[config.mk]
export PLATFORM = sky130hd
export DESIGN_NAME = sprite_addr_gen_flat
export DESIGN_NICKNAME = d
export VERILOG_FILES = /design/src/rtl/sprite_addr_gen_if.sv /design/src/rtl/sprite_addr_gen.sv /design/src/flat_wrapper.sv
export SDC_FILE = /design/constraint.sdc
export NUM_CORES = 1
export LEC_CHECK = 0
export ABC_CLOCK_PERIOD_IN_PS = 8100
export CAP_MARGIN = 10
export CORE_UTILIZATION = 55
export CTS_CLUSTER_SIZE = 20
export DETAILED_ROUTE_END_ITERATION = 8
export DONT_BUFFER_PORTS = 1
export GPL_TIMING_DRIVEN = 0
export PLACE_DENSITY = 0.7
export SLEW_MARGIN = 10
export SYNTH_ARGS = -nofsm -noshare
export SYNTH_HDL_FRONTEND = slang
export SYNTH_SLANG_ARGS = --single-unit
[constraint.sdc]
create_clock -name Clk -period 8.1 [get_ports Clk]
set_input_delay 0.405 -clock Clk [delete_from_list [all_inputs] [get_ports Clk]]
set_output_delay 0.405 -clock Clk [all_outputs]
set_load 0.05 [all_outputs]
[src/rtl/sprite_addr_gen_if.sv]
// Pixel/scroll inputs, position-table and collect controls, and the registered
// sprite lookup result. The master drives the controls and the slave returns the lookup.
interface sprite_addr_gen_if #(
  parameter int ADDR_W  = 19,
  parameter int FRAME_W = 3
);
  logic              frame_clk;
  logic [15:0]       scroll_x;
  logic [9:0]        DrawX;
  logic [9:0]        DrawY;
  logic              pos_we;
  logic [3:0]        pos_idx;
  logic [15:0]       pos_x;
  logic [9:0]        pos_y;
  logic              collect_valid;
  logic [3:0]        collect_idx;
  logic [ADDR_W-1:0] sprite_addr;
  logic              sprite_hit;
  logic [3:0]        sprite_id;
  logic [FRAME_W-1:0] anim_frame;

  modport master (
    output frame_clk, scroll_x, DrawX, DrawY, pos_we, pos_idx, pos_x, pos_y,
           collect_valid, collect_idx,
    input  sprite_addr, sprite_hit, sprite_id, anim_frame
  );

  modport slave (
    input  frame_clk, scroll_x, DrawX, DrawY, pos_we, pos_idx, pos_x, pos_y,
           collect_valid, collect_idx,
    output sprite_addr, sprite_hit, sprite_id, anim_frame
  );
endinterface

[src/rtl/sprite_addr_gen.sv]
// Multi-slot sprite ROM address generator: 1-cycle registered lookup, no backpressure.
// SPRITE_RESPAWN_EN adds per-slot respawn timers that un-collect a sprite after RESPAWN_TICKS.
module sprite_addr_gen #(
  parameter int NUM_SPRITES   = 5,
  parameter int SPRITE_W      = 32,
  parameter int SPRITE_H      = 32,
  parameter int FRAMES        = 8,
  parameter int FRAME_DIV     = 4,
  parameter int ADDR_W        = 19,
  parameter int RESPAWN_TICKS = 600
) (
  input  logic             Clk,
  input  logic             Reset,
  sprite_addr_gen_if.slave bus
);
  localparam int FRAME_W = (FRAMES > 1) ? $clog2(FRAMES) : 1;
  localparam int DIV_W   = (FRAME_DIV > 1) ? $clog2(FRAME_DIV) : 1;
  localparam logic [DIV_W-1:0]   DIV_LAST   = DIV_W'(FRAME_DIV - 1);
  localparam logic [FRAME_W-1:0] FRAME_LAST = FRAME_W'(FRAMES - 1);

  if (NUM_SPRITES < 1 || NUM_SPRITES > 16 || FRAME_DIV < 1 || RESPAWN_TICKS < 1) begin : g_bad_params
    $error("sprite_addr_gen: parameter out of range");
  end

  logic                   r_frame_clk_q;
  logic [DIV_W-1:0]       r_div;
  logic [FRAME_W-1:0]     r_anim;
  logic [NUM_SPRITES-1:0] r_valid;
  logic [NUM_SPRITES-1:0] r_coll;
  logic [15:0]            r_pos_x [NUM_SPRITES];
  logic [9:0]             r_pos_y [NUM_SPRITES];
  logic [ADDR_W-1:0]      r_addr;
  logic                   r_hit;
  logic [3:0]             r_id;

  logic                   w_tick;
  logic [NUM_SPRITES-1:0] w_pos_sel;
  logic [NUM_SPRITES-1:0] w_col_sel;
  logic [NUM_SPRITES-1:0] w_respawn;
  logic [NUM_SPRITES-1:0] w_inside;
  logic [16:0]            w_wx;
  logic [17:0]            w_dx [NUM_SPRITES];
  logic [10:0]            w_dy [NUM_SPRITES];
  logic                   w_hit;
  logic [3:0]             w_id;
  logic [16:0]            w_dx_sel;
  logic [9:0]             w_dy_sel;
  logic [ADDR_W-1:0]      w_addr;

  assign w_tick = bus.frame_clk & ~r_frame_clk_q;

  always_ff @(posedge Clk or posedge Reset) begin
    if (Reset) begin
      r_frame_clk_q <= 1'b0;
      r_div         <= '0;
      r_anim        <= '0;
    end else begin
      r_frame_clk_q <= bus.frame_clk;
      if (w_tick) begin
        if (r_div == DIV_LAST) begin
          r_div  <= '0;
          r_anim <= (r_anim == FRAME_LAST) ? '0 : r_anim + 1'b1;
        end else begin
          r_div <= r_div + 1'b1;
        end
      end
    end
  end

  // Out-of-range indices never match any slot, so they are dropped here.
  always_comb begin
    for (int i = 0; i < NUM_SPRITES; i++) begin
      w_pos_sel[i] = bus.pos_we & (bus.pos_idx == 4'(i));
      w_col_sel[i] = bus.collect_valid & (bus.collect_idx == 4'(i)) & r_valid[i];
    end
  end

  always_ff @(posedge Clk or posedge Reset) begin
    if (Reset) begin
      r_valid <= '0;
      r_coll  <= '0;
      for (int i = 0; i < NUM_SPRITES; i++) begin
        r_pos_x[i] <= '0;
        r_pos_y[i] <= '0;
      end
    end else begin
      for (int i = 0; i < NUM_SPRITES; i++) begin
        if (w_pos_sel[i]) begin
          r_pos_x[i] <= bus.pos_x;
          r_pos_y[i] <= bus.pos_y;
          r_valid[i] <= 1'b1;
          r_coll[i]  <= 1'b0;
        end else if (w_col_sel[i]) begin
          r_coll[i] <= 1'b1;
        end else if (w_respawn[i]) begin
          r_coll[i] <= 1'b0;
        end
      end
    end
  end

`ifdef SPRITE_RESPAWN_EN
  localparam int RESP_W = (RESPAWN_TICKS > 1) ? $clog2(RESPAWN_TICKS) : 1;
  localparam logic [RESP_W-1:0] RESP_LAST = RESP_W'(RESPAWN_TICKS - 1);

  logic [RESP_W-1:0] r_resp_cnt [NUM_SPRITES];

  always_comb begin
    for (int i = 0; i < NUM_SPRITES; i++) begin
      w_respawn[i] = r_coll[i] & w_tick & (r_resp_cnt[i] == RESP_LAST);
    end
  end

  // Counter idles at zero while visible, so it starts fresh on every collect.
  always_ff @(posedge Clk or posedge Reset) begin
    if (Reset) begin
      for (int i = 0; i < NUM_SPRITES; i++) r_resp_cnt[i] <= '0;
    end else begin
      for (int i = 0; i < NUM_SPRITES; i++) begin
        if (w_pos_sel[i] || !r_coll[i] || w_respawn[i]) begin
          r_resp_cnt[i] <= '0;
        end else if (w_tick) begin
          r_resp_cnt[i] <= r_resp_cnt[i] + 1'b1;
        end
      end
    end
  end
`else
  assign w_respawn = '0;
`endif

  assign w_wx = {1'b0, bus.scroll_x} + {7'b0, bus.DrawX};

  // The extra top bit of each difference is the borrow: sprite lies right of / below the pixel.
  always_comb begin
    for (int i = 0; i < NUM_SPRITES; i++) begin
      w_dx[i]     = {1'b0, w_wx} - {2'b0, r_pos_x[i]};
      w_dy[i]     = {1'b0, bus.DrawY} - {1'b0, r_pos_y[i]};
      w_inside[i] = r_valid[i] & ~r_coll[i] & ~w_dx[i][17] & ~w_dy[i][10] &
                    (w_dx[i][16:0] < 17'(SPRITE_W)) & (w_dy[i][9:0] < 10'(SPRITE_H));
    end
  end

  always_comb begin
    w_hit    = 1'b0;
    w_id     = '0;
    w_dx_sel = '0;
    w_dy_sel = '0;
    for (int i = NUM_SPRITES - 1; i >= 0; i--) begin
      if (w_inside[i]) begin
        w_hit    = 1'b1;
        w_id     = 4'(i);
        w_dx_sel = w_dx[i][16:0];
        w_dy_sel = w_dy[i][9:0];
      end
    end
    w_addr = ADDR_W'(w_dx_sel) + ADDR_W'(w_dy_sel) * ADDR_W'(SPRITE_W) +
             ADDR_W'(r_anim) * ADDR_W'(SPRITE_W * SPRITE_H);
  end

  always_ff @(posedge Clk or posedge Reset) begin
    if (Reset) begin
      r_addr <= '0;
      r_hit  <= 1'b0;
      r_id   <= '0;
    end else begin
      r_hit  <= w_hit;
      r_id   <= w_hit ? w_id : 4'd0;
      r_addr <= w_hit ? w_addr : '0;
    end
  end

  assign bus.sprite_addr = r_addr;
  assign bus.sprite_hit  = r_hit;
  assign bus.sprite_id   = r_id;
  assign bus.anim_frame  = r_anim;
endmodule

[src/flat_wrapper.sv]
// flat-port wrapper written by rule: the top's interface ports become plain ports
module sprite_addr_gen_flat 
#(
  parameter int NUM_SPRITES   = 5,
  parameter int SPRITE_W      = 32,
  parameter int SPRITE_H      = 32,
  parameter int FRAMES        = 8,
  parameter int FRAME_DIV     = 4,
  parameter int ADDR_W        = 19,
  parameter int RESPAWN_TICKS = 600
)
  (Clk, Reset, bus_frame_clk, bus_scroll_x, bus_DrawX, bus_DrawY, bus_pos_we, bus_pos_idx, bus_pos_x, bus_pos_y, bus_collect_valid, bus_collect_idx, bus_sprite_addr, bus_sprite_hit, bus_sprite_id, bus_anim_frame);
  sprite_addr_gen_if #(.ADDR_W(ADDR_W), .FRAME_W(3)) bus_i ();
  input  logic Clk;
  input  logic Reset;
  input wire logic [$bits(bus_i.frame_clk)-1:0] bus_frame_clk;
  input wire logic [$bits(bus_i.scroll_x)-1:0] bus_scroll_x;
  input wire logic [$bits(bus_i.DrawX)-1:0] bus_DrawX;
  input wire logic [$bits(bus_i.DrawY)-1:0] bus_DrawY;
  input wire logic [$bits(bus_i.pos_we)-1:0] bus_pos_we;
  input wire logic [$bits(bus_i.pos_idx)-1:0] bus_pos_idx;
  input wire logic [$bits(bus_i.pos_x)-1:0] bus_pos_x;
  input wire logic [$bits(bus_i.pos_y)-1:0] bus_pos_y;
  input wire logic [$bits(bus_i.collect_valid)-1:0] bus_collect_valid;
  input wire logic [$bits(bus_i.collect_idx)-1:0] bus_collect_idx;
  output wire logic [$bits(bus_i.sprite_addr)-1:0] bus_sprite_addr;
  output wire logic [$bits(bus_i.sprite_hit)-1:0] bus_sprite_hit;
  output wire logic [$bits(bus_i.sprite_id)-1:0] bus_sprite_id;
  output wire logic [$bits(bus_i.anim_frame)-1:0] bus_anim_frame;
  assign bus_i.frame_clk = bus_frame_clk;
  assign bus_i.scroll_x = bus_scroll_x;
  assign bus_i.DrawX = bus_DrawX;
  assign bus_i.DrawY = bus_DrawY;
  assign bus_i.pos_we = bus_pos_we;
  assign bus_i.pos_idx = bus_pos_idx;
  assign bus_i.pos_x = bus_pos_x;
  assign bus_i.pos_y = bus_pos_y;
  assign bus_i.collect_valid = bus_collect_valid;
  assign bus_i.collect_idx = bus_collect_idx;
  assign bus_sprite_addr = bus_i.sprite_addr;
  assign bus_sprite_hit = bus_i.sprite_hit;
  assign bus_sprite_id = bus_i.sprite_id;
  assign bus_anim_frame = bus_i.anim_frame;
  sprite_addr_gen #(.NUM_SPRITES(NUM_SPRITES), .SPRITE_W(SPRITE_W), .SPRITE_H(SPRITE_H), .FRAMES(FRAMES), .FRAME_DIV(FRAME_DIV), .ADDR_W(ADDR_W), .RESPAWN_TICKS(RESPAWN_TICKS)) u_core (.Clk(Clk), .Reset(Reset), .bus(bus_i));
endmodule
==> run metrics, run 1 <==
M1 WL between 15000 and 20000 um; Mapped Cells 1631; Sw Share around 43%; metal3 WL around 2700 um; gr ovfl total 0; smallest setup slack after layout around 900 ps; Worst Path Required ~8400 ps; P_sw between 1.5 and 2 mW; dpl cells ~2000; max-slew violations 0; RSZ-0062 raised after global routing no; Initial DRC Count between 1000 and 1500; Sink Count roughly 170; dpl ws slightly below 600 ps; Final Core Density between 60% and 70%; vias in the first global route roughly 12000; vias around 13000; synth unique cells 92; Async S/R FF share, synth 100.0%; Avg WL per Cell 21.63 um; post-detail-place hpwl between 30000 and 40000 um; biggest area consumer among synthesized cells dfrtp_1; later-pin clock latency in the skew report around 440 ps; Internal roughly 2.4 mW; IO Pins 102; Max Freq around 0.14 GHz; wire length of the first global-routing pass between 60000 and 70000 um; DR top layer met4; Worst VDD drop about 0.14 mV; clock buffer depth 2; Most Frequent Cell on Critical Path a21oi_1; setup violators final 0; clock root cell clkbuf_16; fill cell count 2324; share of cells above drive strength 1 10.82%; sequential cell area around 4200 um^2; vias per cell ~6.4; Final nets about 1900; Ant. Diodes 0; Tmin final between 7000 and 8000 ps; slowest CP cell nor4_1; count leader, synth inv_1; largest family of logic cells by synthesized area compound AO/OA/AOI/OAI gates; outcome finished clean; final worst-path cycle share 88.84%; largest net degree at the start of global routing 94; Synth Area in Adders 15.30%; number of enable flip-flop cells after synthesis 0; clock slew at reported path FFs approximately 70 ps; Hold Crit Class in -> reg; initial antenna violation count 0; CTS Buf Count 17; synthesized area roughly 15000 um^2; post-synth top area share 29.08%; Crit Path Category in -> reg; Seq pwr share 26.6%; H-tree levels 4; Area growth syn-to-layout 7.880%; combinational power share between 50% and 60%; Pleak roughly 7 nW; sequential element share of the synthesized area a little under 30%; Hold Slack approximately 62 ps; post-CTS sizing 0; Rel. slew slack between 30% and 40%; top post-synthesis cells by count 180 x inv_1, 169 x dfrtp_1, 157 x ha_1; CTS tree done; Post-Route WL around 44000 um; Worst Skew roughly 10 ps; mux contribution to synthesized area under 10%; PwrDens 273.1 nW/um^2; Critical Path Sink Type flop; placer's final routability congestion estimate just under 1; drt pass-1 iters 8; Cell Rows ~60; Final Hold Fails 0; Core Area about 26000 um^2; #FFs+latches synth about 170; initial core utilization 55.97%; DR DRC count 0; port bufs 0; clock power share between 20% and 30%; ys flop type dfrtp_1; ranking of synthesized cells by area dfrtp_1 29%, ha_1 14%, mux2_2 8.7%; syn avg cell area 8.917 um^2; Crit Path Max Fanout 10; complex-gate fraction of the synthesized area roughly a fifth; area occupied by multi-input gates between 9000 and 10000 um^2; slowest stage delay, CP between 700 and 800 ps; CP arrival between 7000 and 8000 ps; Die Width around 160 um; Yosys Warn Count 0; Worst Tran Pin Value roughly 1000 ps; Tot GR Track Use 32.44%; Routed met2 length approximately 21000 um; max_cap viols 0; die area about 27000 um^2; Antenna Nets Post-Route 0; crit path launch type input port; Fin Setup TNS 0 ps; Synth Area in XOR/XNOR under 10%; Cell Count, Final, Fillers Out roughly 2000; post-synthesis simple-gate area fraction between 10% and 20%; Die H 164.6 um
==> cell usage in the layout (no fill, tap or decap), types with 12 or more instances in the layout <==
| master | n |
|---|---|
| fa_1 | 13 |
| xnor2_1 | 42 |
| a31oi_1 | 23 |
| a211oi_1 | 24 |
| nor2_1 | 94 |
| xor2_1 | 22 |
| o211ai_1 | 19 |
| inv_1 | 179 |
| nand2b_1 | 42 |
| dfrtp_1 | 169 |
| nor2b_1 | 37 |
| a21o_1 | 34 |
| ha_1 | 157 |
| a21oi_1 | 96 |
| o21a_1 | 17 |
| nand2_1 | 111 |
| conb_1 | 19 |
| nor3_1 | 18 |
| nand3_1 | 41 |
| clkbuf_1 | 24 |
| a2111oi_0 | 12 |
| o21ai_0 | 91 |
| clkbuf_16 | 17 |
| mux2_2 | 113 |
==> logic make-up after synthesis <==
family | count (synthesis)
xor gates and xnor gates | 64
muxes | 121
adders and majority gates | 170
buffers and inverters | 218
AOI/OAI and AO/OA | 452
other | 2
and+or+nand+nor | 435
DFF | 169
==> power groups by stage <==
stage / clock (mW) / sequential (mW) / combinational, mW
2_1_floorplan: 0 / 1.12 / 1.69
3_3_place_gp: 0 / 1.15 / 2.18
3_5_place_dp: 0 / 1.15 / 2.20
4_1_cts: 0.894 / 1.14 / 2.22
5_1_grt: 0.921 / 1.16 / 2.48
6_report: 0.881 / 1.14 / 2.26
==> path summary, 6_finish.rpt <==
kind | startpoint | endpoint | slack [ps] | cells after the start
max | bus_DrawX[1] | u_core.bus.sprite_addr[8]$_DFF_PP0_ | 900 | 28
min | bus_pos_idx[1] | u_core.r_coll[3]$_DFFE_PP0P_ | 60 | 1
max reg2reg | u_core.r_pos_x[60]$_DFFE_PP0P_ | u_core.bus.sprite_addr[8]$_DFF_PP0_ | 2810 | 18
min reg2reg | u_core.r_valid[0]$_DFFE_PP0P_ | u_core.r_valid[0]$_DFFE_PP0P_ | 480 | 2
max in group asynchronous | Reset | u_core.r_pos_x[24]$_DFFE_PP0P_ | 6630 | 3
min in group asynchronous | Reset | u_core.r_pos_y[30]$_DFFE_PP0P_ | 560 | 2
==> state kept, by name (all words and copies together) (netlist names) <==
signal and cells:
u_core.bus.anim_frame 3, u_core.bus.sprite_addr 19, u_core.bus.sprite_hit 1, u_core.bus.sprite_id 3, u_core.r_coll 5, u_core.r_div 2, u_core.r_frame_clk_q 1, u_core.r_pos_x 80
u_core.r_pos_y 50, u_core.r_valid 5
==> critical path: cells and delay by family <==
kind | cells | cell delay, ps
AO/OA/AOI/OAI | 14 | 3260
AND/OR/NAND/NOR | 6 | 1490
adder cells (fa/ha/maj) | 3 | 940
buffers and inverters | 3 | 730
XOR/XNOR | 2 | 670
==> repair_timing <==
item / CTS / global route
hold buffers: 2 / 0
setup buffers: 0 / 0
hold endpoints to repair: 77 / 0
endpoints found under the setup margin: 0 / 0
==> metrics by stage <==
step / cell area [um^2] / total power [mW]
final: 15690 / 4.285
after CTS: 15690 / 4.255
after global routing: 15690 / 4.566
after floorplan: 14610 / 2.811
after global placement: 15030 / 3.323
after detailed placement: 15060 / 3.355
==> per-layer routing <==
layer  vias to the layer above  global-route usage [%]
li1                       5988                       -
met1                      6300                   41.98
met2                       450                   55.21
met3                        78                   4.269
met4                         0                   11.55
met5                         -                       0
==> cell type report <==
cell class | count | area share (%)
well taps | 335 | 2.671
plain buffers | 37 | 1.053
inverters | 181 | 4.378
clock buffers | 17 | 2.711
clock inverters | 14 | 1.164
multi-input cells | 1261 | 60.77
flip-flops and latches | 169 | 26.95
repair buffers | 3 | 0.3030
Note: power is estimated with default switching activity, not from simulation.
==> inputs of run 2 (changes only) <==
ABC_AREA = 1   (was not set)
CORE_UTILIZATION = 35   (was 55)
PLACE_DENSITY = not set   (was 0.7)
==> run metrics, run 2 <==
outcome finished clean; clock slew at reported path FFs 80 ps (about the same); dpl ws 1948 ps (+1372 ps); smallest setup slack after layout 2411 ps (+1508 ps); area occupied by multi-input gates 9691 um^2 (+1.6%); clock root cell clkbuf_16; Cell Rows 77 (+31%); most frequent cells in the layout 656 x nand2_1, 419 x inv_1, 190 x nor2_1; sequential element share of the synthesized area 27.05% (-2.0 points); post-CTS sizing 0 (unchanged); Antenna Nets Post-Route 0 (unchanged); Hold Slack 58.27 ps (-4.213 ps); number of enable flip-flop cells after synthesis 0 (unchanged); Crit Path Category in -> reg; postcts setup bufs 0 (unchanged); Critical Path Sink Type flop; fill cell count 4768 (+110%); Pleak 9.174 nW (+28%); biggest area consumer among synthesized cells dfrtp_1; later-pin clock latency in the skew report 470 ps (+30 ps); syn avg cell area 6.675 um^2 (-25%); PnR Total Power 4.315 mW (+0.70%); Worst VDD drop 0.1596 mV (+10%); Cell Area, Placed 16490 um^2 (+9.5%); ys flop type dfrtp_1; vias per cell 4.990 (-21%); Final Hold Fails 0 (unchanged); final worst-path cycle share 70.23% (-19 points); clock buffer depth 2 (unchanged); Crit Path Max Fanout 9 (-1); placer's final routability congestion estimate 0.9472 (-3.8%); gr ovfl total 0 (unchanged); max-slew violations 0 (unchanged); Core Area 44120 um^2 (+70%); die area 45510 um^2 (+68%); vias in the first global route 14260 (+18%); Cell Count, Final, Fillers Out 2987 (+48%); sequential cell area 4229 um^2 (unchanged); DR DRC count 0 (unchanged); Layout Cell Area excl Fill 17110 um^2 (+9.0%); #FFs+latches synth 169 (unchanged); Tot GR Track Use 23.08% (-9.4 points); Rel. slew slack 20.73% (-12 points); CTS tree done; Sw Share 46.69% (+3.4 points); Async S/R FF share, synth 100.0% (unchanged); post-synth top area share 27.05% (-2.0 points); Die H 213.3 um (+30%); Most Frequent Cell on Critical Path nand2_1; Final nets 2626 (+37%); initial core utilization 35.43% (-21 points); post-detail-place hpwl 40820 um (+17%); crit path launch type input port; Hold Crit Class in -> reg; Worst Path Required 8450 ps (+20 ps); synthesized area 15630 um^2 (+7.5%); Tmin final 5689 ps (-1508 ps); H-tree levels 4 (unchanged); top post-synthesis cells by count 656 x nand2_1, 420 x inv_1, 190 x nor2_1; initial antenna violation count 2 (+2); PwrDens 252.3 nW/um^2 (-7.6%); share of cells above drive strength 1 5.054% (-5.8 points); RSZ-0062 raised after global routing no; setup violators final 0 (unchanged); P_sw 2.015 mW (+8.5%); Internal 2.300 mW (-5.3%); slowest CP cell xor2_1; Seq pwr share 25.5% (-1.1 points); Max Freq 0.1758 GHz (+27%); largest register by flop count u_core.r_pos_x; IO Pins 102 (unchanged); Die Width 213.3 um (+30%); Avg WL per Cell 17.01 um (-21%); largest net degree at the start of global routing 105 (+12%); Yosys Warn Count 0 (unchanged); clock power share 20.1% (-0.5 points); drt pass-1 iters 5 (-3); wire length of the first global-routing pass 78550 um (+19%); CP arrival 6040 ps (-1480 ps); Worst Tran Pin Value 1185 ps (+186.9 ps); count leader, synth nand2_1; Sink Count 169 (unchanged); max FFs per register 80 (unchanged); Area growth syn-to-layout 9.421%; synth unique cells 54 (-41%); ranking of synthesized cells by area dfrtp_1 27%, nand2_1 16%, ha_1 13%; Final Core Density 38.77% (-22 points); CTS Buf Count 17 (unchanged); Worst Skew 16.03 ps (+5.980 ps); dpl cells 2952 (+49%); vias 14910 (+16%); leading cell type in the layout, fill and taps excluded nand2_1; CTS Hold Buffers Added 2 (unchanged); max_cap viols 0 (unchanged); slowest stage delay, CP 940 ps (+180 ps); Post-Route WL 50800 um (+16%); port bufs 0 (unchanged); Initial DRC Count 1083 (+2.8%); combinational power share 54.5% (+1.7 points); Fin Setup TNS 0 ps (unchanged); Mapped Cells 2342 (+44%)
-- run 2: cell types whose count changed in the layout (fill, tap and decap cells not counted), sizes merged, moves of 20 or more --
cell,delta
nand2,+562
inv,+246
nor2,+115
mux2,-112
nand3,+101
o21ai,+64
a21oi,+50
nand2b,-42
nor2b,-37
nand4,+32
a21o,-31
a211oi,-22
xor2,+20
-- run 2: metal layers --
layer / vias up / share of wire (%) / GRT usage, %
li1: 7472 / - / -
met1: 6966 / 46 / 30.54
met2: 415 / 46 / 37.92
met3: 50 / 6.7 / 5.243
met4: 2 / 1.9 / 5.690
met5: - / 0.020 / 0
-- run 2: power by group through the flow --
stage,registers (mW),logic [mW],clock network (mW)
finish,1.10,2.35,0.866
global route,1.12,2.67,0.916
CTS,1.10,2.32,0.879
detailed placement,1.11,2.30,0
global placement,1.11,2.27,0
floorplan,1.10,1.79,0
-- run 2: layout make-up --
type | instances | share of cell area [%]
buffer | 32 | 0.9802
tap | 592 | 4.330
timing repair buffer | 3 | 0.2780
clock buffer | 21 | 2.692
sequential | 169 | 24.72
clock inverter | 11 | 0.7900
inverter | 432 | 9.538
multi-input combinational | 1726 | 56.65
antenna | 1 | 0.01463
-- run 2: cells by family (layout without fill, tap and decap cells) --
| kind of cell | after synthesis | count (layout) | share of synthesized area, % |
|---|---|---|---|
| simple gates | 1127 | 1127 | 31.46 |
| fa+ha+maj | 170 | 170 | 14.23 |
| buf+inv | 464 | 499 | 11.46 |
| mux | 2 | 2 | 0.1361 |
| flops | 169 | 169 | 27.05 |
| xor+xnor | 67 | 67 | 3.802 |
| compound gates | 341 | 341 | 11.81 |
| other cells | 2 | 20 | 0.04804 |
-- run 2: path summary, 6_finish.rpt --
| path | cells past startpoint | start | slack (ps) | endpoint |
|---|---|---|---|---|
| worst max-delay path | 29 | bus_DrawX[2] | 2410 | u_core.bus.sprite_addr[8]$_DFF_PP0_ |
| worst min-delay path | 2 | bus_pos_y[3] | 60 | u_core.r_pos_y[43]$_DFFE_PP0P_ |
| worst max register to register | 23 | u_core.r_pos_x[0]$_DFFE_PP0P_ | 4110 | u_core.bus.sprite_addr[7]$_DFF_PP0_ |
| worst min register to register | 2 | u_core.r_valid[4]$_DFFE_PP0P_ | 470 | u_core.r_valid[4]$_DFFE_PP0P_ |
| max in group asynchronous | 3 | Reset | 6690 | u_core.r_pos_x[12]$_DFFE_PP0P_ |
| min in group asynchronous | 2 | Reset | 470 | u_core.bus.sprite_addr[18]$_DFF_PP0_ |
-- run 2: critical path: cells and delay by family --
family	cells	cell delay, ps
AO/OA/AOI/OAI	8	1430
XOR/XNOR	2	1180
adder cells (fa/ha/maj)	3	1090
buffers and inverters	3	440
AND/OR/NAND/NOR	13	1460
==> inputs of run 3 (changes only) <==
ABC_AREA = 0   (was 1)
ABC_CLOCK_PERIOD_IN_PS = 5800   (was 8100)
clock period = 5.8 ns   (was 8.1 ns; I/O delays follow)
==> run metrics, run 3 (synthesis gave the netlist of run 1 again) <==
clock power share 19.4% (-0.7 points); Crit. Startpoint bus_DrawX[1]; vias per cell 5.619 (+13%); Worst VDD drop 0.2267 mV (+42%); clock buffer depth 2 (unchanged); placer's final routability congestion estimate 0.8966 (-5.3%); area occupied by multi-input gates 9887 um^2 (+2.0%); P_sw 2.611 mW (+30%); Pleak 7.419 nW (-19%); max_cap viols 0 (unchanged); Internal 3.380 mW (+47%); Area growth syn-to-layout 14.47%; Tot GR Track Use 22.16% (-0.91 points); vias in the first global route 12440 (-13%); PnR Total Power 5.991 mW (+39%); Antenna Nets Post-Route 0 (unchanged); Final Hold Fails 0 (unchanged); CTS tree done; Tmin final roughly 5500 ps; Fin Setup TNS 0 ps (unchanged); drt pass-1 iters 5 (unchanged); Most Frequent Cell on Critical Path a21oi_2; wire length of the first global-routing pass 70680 um (-10%); Crit Path Category in -> reg; Die H 205.9 um (-3.5%); Hold Crit Class in -> reg; Cell Rows 74 (-3.9%); sequential cell area 4229 um^2 (unchanged); post-detail-place hpwl 36630 um (-10%); die area 42370 um^2 (-6.9%); max-slew violations 0 (unchanged); slowest CP cell or4_4; Worst Skew 14.39 ps (-1.641 ps); Crit Path Max Fanout 10 (+1); DR DRC count 0 (unchanged); Seq pwr share 26.5% (+1.0 points); IO Pins 102 (unchanged); fill cell count 4101 (-14%); final worst-path cycle share a little over nine tenths; Worst Path Required 6150 ps (-2300 ps); slowest stage delay, CP 540 ps (-400 ps); crit path launch type input port; largest register by flop count u_core.r_pos_x; Die Width 205.9 um (-3.5%); later-pin clock latency in the skew report 470 ps (about the same); PwrDens 359.8 nW/um^2 (+43%); smallest setup slack after layout 269.1 ps (-2142 ps); outcome finished clean; combinational power share 54.2% (-0.3 points); port bufs 0 (unchanged); gr ovfl total 0 (unchanged); H-tree levels 4 (unchanged); max FFs per register 80 (unchanged); CTS Buf Count 17 (unchanged); Layout Cell Area excl Fill 16650 um^2 (-2.7%); critical path's top delay family compound AO/OA/AOI/OAI gates; Core Area 40920 um^2 (-7.3%); leading cell type in the layout, fill and taps excluded inv_1; initial antenna violation count 2 (unchanged); Post-Route WL 46140 um (-9.2%); Final Core Density 40.68% (+1.9 points); CP arrival 5880 ps (-160 ps); clock root cell clkbuf_16; Final nets 1950 (-26%); most frequent cells in the layout 179 x inv_1, 169 x dfrtp_1, 150 x ha_1; vias 12650 (-15%); WP buf/inv 2 (-1); Sw Share 43.58% (-3.1 points); share of cells above drive strength 1 13.98% (+8.9 points); initial core utilization 35.54% (+0.11 points); Sink Count 169 (unchanged); Avg WL per Cell 20.50 um (+21%); largest net degree at the start of global routing 112 (+6.7%); clock slew at reported path FFs 80 ps (about the same); Cell Area, Placed 15310 um^2 (-7.1%); Rel. slew slack 26.97% (+6.2 points); Critical Path Sink Type flop; Initial DRC Count 1108 (+2.3%); Max Freq between 0.15 and 0.2 GHz; worst hold path startpoint bus_collect_idx[3]; setup violators final 0 (unchanged); Worst Tran Pin Value 1088 ps (-97.50 ps); Crit Reg-Reg Startpoint u_core.r_pos_x[32]$_DFFE_PP0P_; dpl ws -1724 ps (-3673 ps)
==> run 3: changes by cell type in the layout (fill, tap and decap cells not counted), sizes merged, moves of 42 or more <==
cell    previous run  this run
mux2               1       113
nand2            673       111
nand3            142        41
inv              434       186
o21ai            159        95
a21oi            147        97
nand2b             0        42
nor2             209        94
==> run 3: layer usage <==
metal / part of all wire [%] / GRT usage, % / vias up
met5: 0.028 / 0 / -
met4: 3.3 / 8.351 / 2
met3: 5.1 / 3.627 / 74
met2: 46 / 35.88 / 330
met1: 46 / 29.54 / 6191
li1: - / - / 6052
==> run 3: through the flow <==
step	hold WS [ps]	std cells
2_1_floorplan	321.4	1648
3_3_place_gp	321.5	2180
3_5_place_dp	194.8	2181
4_1_cts	45.54	2247
5_1_grt	46.50	2250
6_report	58.30	2251
==> run 3: worst reg2reg max path, cell delays in order (launching register included) <==
cell,delay [ps]
dfrtp_1,380
ha_1,230
fa_1,380
nand2b_1,230
a21oi_1,300
o221ai_2,200
xnor2_1,150
or4_1,400
a21oi_1,170
o21ai_0,160
or4_4,560
buf_2,200
buf_6,160
a21oi_1,220
o221ai_1,190
ha_1,360
nor2b_1,120
nor3_1,50
==> run 3: final cells by class <==
cell class / count / share of cell area, %
Inverter: 181 / 4.133
Antenna cell: 2 / 0.03006
Clock inverter: 13 / 0.8041
Sequential cell: 169 / 25.40
Timing Repair Buffer: 43 / 2.660
Clock buffer: 18 / 2.638
Tap cell: 532 / 3.998
Multi-Input combinational cell: 1261 / 59.39
Buffer: 32 / 0.9469
==> run 3: final timing paths <==
| path | endpoint | slack [ps] | cells past startpoint |
|---|---|---|---|
| worst max-delay path | u_core.bus.sprite_addr[7]$_DFF_PP0_ | 270 | 26 |
| worst min-delay path | u_core.r_coll[4]$_DFFE_PP0P_ | 60 | 2 |
| worst max register to register | u_core.bus.sprite_addr[7]$_DFF_PP0_ | 1210 | 17 |
| worst min register to register | u_core.r_coll[2]$_DFFE_PP0P_ | 500 | 1 |
| max in group asynchronous | u_core.r_pos_x[29]$_DFFE_PP0P_ | 4480 | 3 |
| min in group asynchronous | u_core.bus.sprite_addr[17]$_DFF_PP0_ | 360 | 2 |
==> run 3: repair_timing <==
| action | CTS | global route |
|---|---|---|
| setup endpoints to repair | 17 | 7 |
| hold buffers | 30 | 0 |
| setup buffers | 7 | 5 |
| hold endpoints to repair | 190 | 0 |
| pin swaps | 10 | 9 |
| resized for setup | 40 | 27 |
==> run 3: power by group through the flow <==
stage / registers, mW / clock network, mW / logic [mW]
global placement: 1.60 / 0 / 2.98
finish: 1.59 / 1.16 / 3.24
CTS: 1.59 / 1.19 / 3.15
detailed placement: 1.61 / 0 / 3.03
global route: 1.62 / 1.24 / 3.58
floorplan: 1.57 / 0 / 2.36
